--- config.mk ---
export PLATFORM = sky130hd
export DESIGN_NAME = hoeraa_error_monitor
export DESIGN_NICKNAME = d
export VERILOG_FILES = /design/src/rtl/hoeraa_pkg.sv /design/src/rtl/hoeraa_ed_calc.sv /design/src/rtl/hoeraa_error_monitor.sv
export SDC_FILE = /design/constraint.sdc
export NUM_CORES = 1
export LEC_CHECK = 0
export CORE_ASPECT_RATIO = 1.5
export CORE_MARGIN = 2
export CORE_UTILIZATION = 25
export DETAILED_ROUTE_END_ITERATION = 7
export GPL_TIMING_DRIVEN = 1
export PLACE_DENSITY = 0.43
export SETUP_SLACK_MARGIN = 0.05
export SLEW_MARGIN = 20
export SYNTH_ARGS = -nofsm -noshare
export SYNTH_HDL_FRONTEND = slang
export SYNTH_SLANG_ARGS = --single-unit
--- constraint.sdc ---
create_clock -name clk -period 4.9 [get_ports clk]
set_input_delay 1.47 -clock clk [delete_from_list [all_inputs] [get_ports clk]]
set_output_delay 1.47 -clock clk [all_outputs]
set_load 0.02 [all_outputs]
--- src/rtl/hoeraa_pkg.sv ---
// Shared definitions for the HOERAA error monitor.
// Default widths, FSM state encoding and the error-distance width helper.
package hoeraa_pkg;

    localparam int HOERAA_N     = 16;
    localparam int HOERAA_CNT_W = 32;

    typedef enum logic [1:0] {
        IDLE,
        RUN,
        DRAIN,
        DONE
    } state_t;

    function automatic int ed_w(input int n);
        return n + 1;
    endfunction

endpackage

--- src/rtl/hoeraa_ed_calc.sv ---
// Exact-sum / approximate-result formation and unsigned error distance.
// The ED half operates on the registered stage-A values.
import hoeraa_pkg::*;

module hoeraa_ed_calc #(
    parameter int N = HOERAA_N
) (
    input  logic [N-1:0]         x_i,
    input  logic [N-1:0]         y_i,
    input  logic [N-1:0]         s_apx_i,
    input  logic                 co_apx_i,
    input  logic [ed_w(N)-1:0]   ex_r_i,
    input  logic [ed_w(N)-1:0]   ap_r_i,
    output logic [ed_w(N)-1:0]   ex_o,
    output logic [ed_w(N)-1:0]   ap_o,
    output logic [ed_w(N)-1:0]   ed_o
);

    always_comb begin
        ex_o = {1'b0, x_i} + {1'b0, y_i};
        ap_o = {co_apx_i, s_apx_i};
        ed_o = (ex_r_i >= ap_r_i) ? (ex_r_i - ap_r_i)
                                  : (ap_r_i - ex_r_i);
    end

endmodule

--- src/rtl/hoeraa_error_monitor.sv ---
// Error monitor for the HOERAA approximate adder: runs a programmed number
// of samples through a 2-stage ED pipeline and accumulates error statistics.
import hoeraa_pkg::*;

module hoeraa_error_monitor #(
    parameter int N     = HOERAA_N,
    parameter int CNT_W = HOERAA_CNT_W,
    parameter int ACC_W = 48
) (
    input  logic               clk,
    input  logic               rst_n,
    input  logic               start,
    input  logic [CNT_W-1:0]   num_samples,
    input  logic               in_valid,
    output logic               in_ready,
    input  logic [N-1:0]       x,
    input  logic [N-1:0]       y,
    input  logic [N-1:0]       s_apx,
    input  logic               co_apx,
    output logic               busy,
    output logic               done,
    output logic [CNT_W-1:0]   sample_cnt,
    output logic [CNT_W-1:0]   err_cnt,
    output logic [ACC_W-1:0]   sum_ed,
    output logic [N:0]         max_ed,
    output logic               err_sat
);

    localparam int EW = ed_w(N);
    localparam int SW = ((ACC_W > EW) ? ACC_W : EW) + 1;

    state_t           state_q;
    logic [CNT_W-1:0] target_q;
    logic [CNT_W-1:0] acc_q;

    logic             va_q;
    logic             vb_q;
    logic [EW-1:0]    ex_q;
    logic [EW-1:0]    ap_q;
    logic [EW-1:0]    ed_q;

    logic [CNT_W-1:0] sample_cnt_q;
    logic [CNT_W-1:0] err_cnt_q;
    logic [ACC_W-1:0] sum_ed_q;
    logic [ACC_W-1:0] sum_ed_d;
    logic [EW-1:0]    max_ed_q;
    logic             err_sat_q;

    logic [EW-1:0]    ex;
    logic [EW-1:0]    ap;
    logic [EW-1:0]    ed;
    logic [SW-1:0]    sum_wide;
    logic             sum_ovf;
    logic             accept;
    logic             clear;

    hoeraa_ed_calc #(.N(N)) u_ed (
        .x_i      (x),
        .y_i      (y),
        .s_apx_i  (s_apx),
        .co_apx_i (co_apx),
        .ex_r_i   (ex_q),
        .ap_r_i   (ap_q),
        .ex_o     (ex),
        .ap_o     (ap),
        .ed_o     (ed)
    );

    assign in_ready = (state_q == RUN) && (acc_q < target_q);
    assign accept   = in_valid && in_ready;
    assign clear    = start && (state_q == IDLE || state_q == DONE);
    assign busy     = (state_q == RUN) || (state_q == DRAIN);
    assign done     = (state_q == DONE);

    always_ff @(posedge clk or negedge rst_n) begin
        if (!rst_n) begin
            state_q  <= IDLE;
            target_q <= '0;
            acc_q    <= '0;
        end else begin
            unique case (state_q)
                IDLE, DONE: begin
                    if (start) begin
                        target_q <= num_samples;
                        acc_q    <= '0;
                        state_q  <= (num_samples == '0) ? DONE : RUN;
                    end
                end
                RUN: begin
                    if (accept) begin
                        acc_q <= acc_q + CNT_W'(1);
                        if (acc_q + CNT_W'(1) == target_q)
                            state_q <= DRAIN;
                    end
                end
                DRAIN: begin
                    if (!va_q && !vb_q)
                        state_q <= DONE;
                end
                default: state_q <= IDLE;
            endcase
        end
    end

    // Sum is widened by one bit beyond both operands so overflow is exact.
    always_comb begin
        sum_wide = SW'(sum_ed_q) + SW'(ed_q);
        sum_ovf  = |sum_wide[SW-1:ACC_W];
        sum_ed_d = sum_ovf ? '1 : sum_wide[ACC_W-1:0];
    end

    always_ff @(posedge clk or negedge rst_n) begin
        if (!rst_n) begin
            va_q         <= 1'b0;
            vb_q         <= 1'b0;
            ex_q         <= '0;
            ap_q         <= '0;
            ed_q         <= '0;
            sample_cnt_q <= '0;
            err_cnt_q    <= '0;
            sum_ed_q     <= '0;
            max_ed_q     <= '0;
            err_sat_q    <= 1'b0;
        end else begin
            va_q <= accept;
            vb_q <= va_q;
            if (accept) begin
                ex_q <= ex;
                ap_q <= ap;
            end
            if (va_q)
                ed_q <= ed;
            if (clear) begin
                sample_cnt_q <= '0;
                err_cnt_q    <= '0;
                sum_ed_q     <= '0;
                max_ed_q     <= '0;
                err_sat_q    <= 1'b0;
            end else if (vb_q) begin
                sample_cnt_q <= sample_cnt_q + CNT_W'(1);
                if (ed_q != '0)
                    err_cnt_q <= err_cnt_q + CNT_W'(1);
                sum_ed_q  <= sum_ed_d;
                err_sat_q <= err_sat_q | sum_ovf;
                if (ed_q > max_ed_q)
                    max_ed_q <= ed_q;
            end
        end
    end

    assign sample_cnt = sample_cnt_q;
    assign err_cnt    = err_cnt_q;
    assign sum_ed     = sum_ed_q;
    assign max_ed     = max_ed_q;
    assign err_sat    = err_sat_q;

endmodule

==> PnR_summary.wiki <==
{| class="wikitable"
! Metric !! Value
|-
| Status || complete, no violations
|-
| Total DRC errors in the routed layout || 0
|-
| Total gr overflow || 0
|-
| Classification of the worst setup path || register to output pin
|-
| Clock period minus final worst setup slack || 4570 ps
|-
| Buffer type at the clock tree root || clkbuf_16
|-
| Global Route Usage Sum || 14.9%
|-
| Gpl congestion || 0.850
|-
| Final max-slew violation count || 0
|-
| Total clock sinks || 249
|-
| Hold-fix buffers at CTS || 0
|-
| Initial standard-cell utilization of the core || 25.1%
|-
| Count of buffers from port buffering || 217
|-
| Setup tns final || 0 ps
|-
| First-pass DRT Iterations || 6
|-
| Die height || 318 um
|-
| Routed Antenna Nets || 0
|-
| Global-route wire length before repair || 80,700 um
|-
| Number of antenna violations at the first check in global routing || 0
|-
| Slew HR || 30.8%
|-
| Met1 capacity usage during global routing || 18.3%
|-
| Distinct cells, synth || 79
|-
| Clock-pin slew on the worst setup and hold paths || 60 ps
|-
| Worst path max stage delay || 530 ps
|-
| CTS H-tree lvls || 1
|-
| Fill count || 6,886
|-
| Element type at the critical path end || output pin
|-
| Clock tree from TritonCTS || yes
|-
| Total CTS buffers || 30
|-
| Sequential area share after synthesis || 38.0%
|-
| DRC marker count from the first detailed-route iteration || 748
|-
| Max-cap violations || 0
|-
| Routed via count divided by cell count || 4.80
|-
| Nets in the synthesized netlist || 2,050
|-
| Post-synth top flop || dfrtp_1
|-
| Portion of netlist area occupied by mux cells || 3.70%
|-
| Final Hold Vio Count || 0
|-
| Clock tree skew after final layout || 26.8 ps
|-
| Critical path launch point type || register
|-
| Number of diodes added for antenna fixing || 0
|-
| Overall power of the completed layout || 9.34 mW
|-
| Main combinational cell family by area after synthesis || compound AO/OA/AOI/OAI gates
|-
| Total wire length after detailed routing || 50,800 um
|-
| Final Cycle Share || 93.2%
|-
| Cell mode on critical path || a21o_1
|-
| Mapped Area || 16,400 sq um
|-
| Highest-utilization routing layer at the global route stage || met2
|-
| Biggest fanout along the worst timing path || 10
|-
| Max Clock Freq || 219 MHz
|-
| Combined area of the multi-input logic cells || 9320 sq um
|-
| Hold Path Class || register to register
|-
| Number of vias after detailed routing || 14.1k
|-
| Slew at the pin closest to its max-slew limit || 1030 ps
|-
| Endpoint required time on the critical path || 3430 ps
|-
| Count of yosys warnings during synthesis || 0
|-
| Maximum number of pins on one net before global-route repair || 105
|-
| Crit path arrival time || 3100 ps
|-
| Die area || 67,600 sq um
|-
| Horizontal extent of the die || 213 um
|-
| Routed wire length per instance || 17.4 um
|-
| Final net count || 2,244
|-
| CP max-delay cell || dfrtp_1
|-
| Leakage || 9.08 nW
|-
| Global-route track usage on met3 || 2.28%
|-
| Area Growth Syn to Fin || 25.6%
|-
| Share of final-layout standard cells stronger than drive strength 1 || 5.07%
|-
| Combined flip-flop and latch cell area || 6230 sq um
|-
| Count of mapped cells out of synthesis || 1,839
|-
| Count of state elements after synthesis || 249
|-
| Clock latency reported for the late side of the worst-skew pair || 590 ps
|-
| Area of the core || 65,200 sq um
|-
| Clk buf depth || 3
|-
| Global-route met2 utilization || 26.0%
|-
| RSZ-0062 raised after global routing || false
|-
| Number of primary I/O pins || 218
|-
| Cells traversed along the worst timing path || ha_1 > a21o_1 > a21o_1 > a21oi_1 > nor2_1 > a2111oi_1 > buf_4 > and3_1 > dlygate4sd2_1
|-
| Xor and xnor area share after synthesis || 8.61%
|-
| # setup viols final || 0
|-
| Area share of and/or/nand/nor cells after synthesis || 17.3%
|-
| Share of synthesized registers carrying an async set or reset || 100%
|-
| Avg Synthesized Cell Area || 8.91 sq um
|-
| Peak supply drop || 320 uV
|-
| Compound-gate portion of the synthesized area || 17.4%
|-
| Number of rows in the core area || 115
|-
| Power density over cell area || 454 nW/um^2
|-
| Adder-cell area share of the yosys netlist || 9.81%
|-
| Number of synthesized flops with an enable pin || 0
|-
| Final HPWL from detailed placement || 38,100 um
|-
| Vias in the first global route || 14.3k
|}
## cell usage after synthesis, types with 25 or more instances
cell | instances | area (sq um)
a21o_1 | 38 | 285
a21oi_1 | 83 | 415
and3_1 | 36 | 225
clkbuf_1 | 56 | 210
dfrtp_1 | 249 | 6230
ha_1 | 122 | 1530
inv_1 | 133 | 499
mux2i_1 | 47 | 470
nand2_1 | 166 | 623
nand3_1 | 49 | 245
nand4_1 | 48 | 300
nor2_1 | 142 | 533
nor3_1 | 25 | 125
o21ai_0 | 175 | 876
xnor2_1 | 96 | 841
xor2_1 | 65 | 569
## kinds of logic (layout without fill, tap and decap cells)
| logic type | after synthesis | count (layout) |
|---|---|---|
| buffers and inverters | 215 | 429 |
| AO/OA/AOI/OAI | 454 | 454 |
| multiplexers | 59 | 59 |
| flip-flops | 249 | 249 |
| XOR/XNOR | 161 | 161 |
| adder cells (fa/ha/maj) | 126 | 126 |
| AND/OR/NAND/NOR | 575 | 575 |
## flip-flops by register name (all words and copies together), names as in the netlist
signal and flops:
vb_q 1, acc_q 32, sum_ed 48, target_q 32, ex_q 17, ap_q 17
state_q 2, max_ed 17, err_cnt 32, va_q 1, sample_cnt 32, err_sat 1
ed_q 17
## cell type report
cell class	instances	area share, %
clock inverters	11	0.699
flip-flops and latches	249	30.3
inverters	133	2.43
repair buffers	244	11.9
multi-input cells	1375	45.3
clock buffers	41	4.09
well taps	877	5.33
## metal layers
metal	up-vias	part of all wire (%)
li1	6883	-
met1	6782	43
met2	328	48
met3	65	5.0
met4	0	3.2
met5	-	0
## per-stage QoR
stage	hold slack [ps]	worst slack (ps)	util, %	cells	cell area (sq um)
detailed placement	473	512	30.1	2878	19600
CTS	488	313	31.6	2930	20600
global placement	463	498	30.1	2878	19600
floorplan	452	1270	-	1839	16400
finish	488	331	31.6	2930	20600
global route	513	206	31.6	2930	20600
## cells in the final DEF, fill, tap and decap left out, types with 25 or more instances in the layout
cell type        instances
xnor2_1                 96
nand4_1                 48
clkbuf_16               30
xor2_1                  65
nand3_1                 49
and3_1                  36
ha_1                   122
a21oi_1                 83
nand2_1                166
inv_1                  133
a21o_1                  38
mux2i_1                 47
o21ai_0                175
nor3_1                  25
nor2_1                 142
clkdlybuf4s50_1        215
dfrtp_1                249
## what timing repair did
action,CTS,global route
setup buffers,0,0
gates resized for setup,2,0
endpoints found under the setup margin,1,0
## final timing paths
path	start	end	slack [ps]	cells past startpoint
max in group asynchronous	rst_n	sum_ed[2]	3080	2
hold reg to reg	err_sat	err_sat	490	2
hold / removal	err_sat	err_sat	490	2
setup reg to reg	ed_q[0]	sum_ed[25]	890	12
setup / recovery	acc_q[25]	in_ready	330	9
min in group asynchronous	rst_n	sum_ed[38]	990	1
## power breakdown
group	internal, mW	switching, mW	leakage, nW
Combinational	1.81	2.22	5.71
Clock	1.35	0.959	0.486
Sequential	2.46	0.537	2.88
## critical path: cells and delay by family (launching register included)
family | cells | cell delay [ps]
compound gates | 4 | 820
fa+ha+maj | 1 | 310
buf+inv | 2 | 600
flops | 1 | 530
simple gates | 2 | 240
Note: power is estimated with default switching activity, not from simulation.
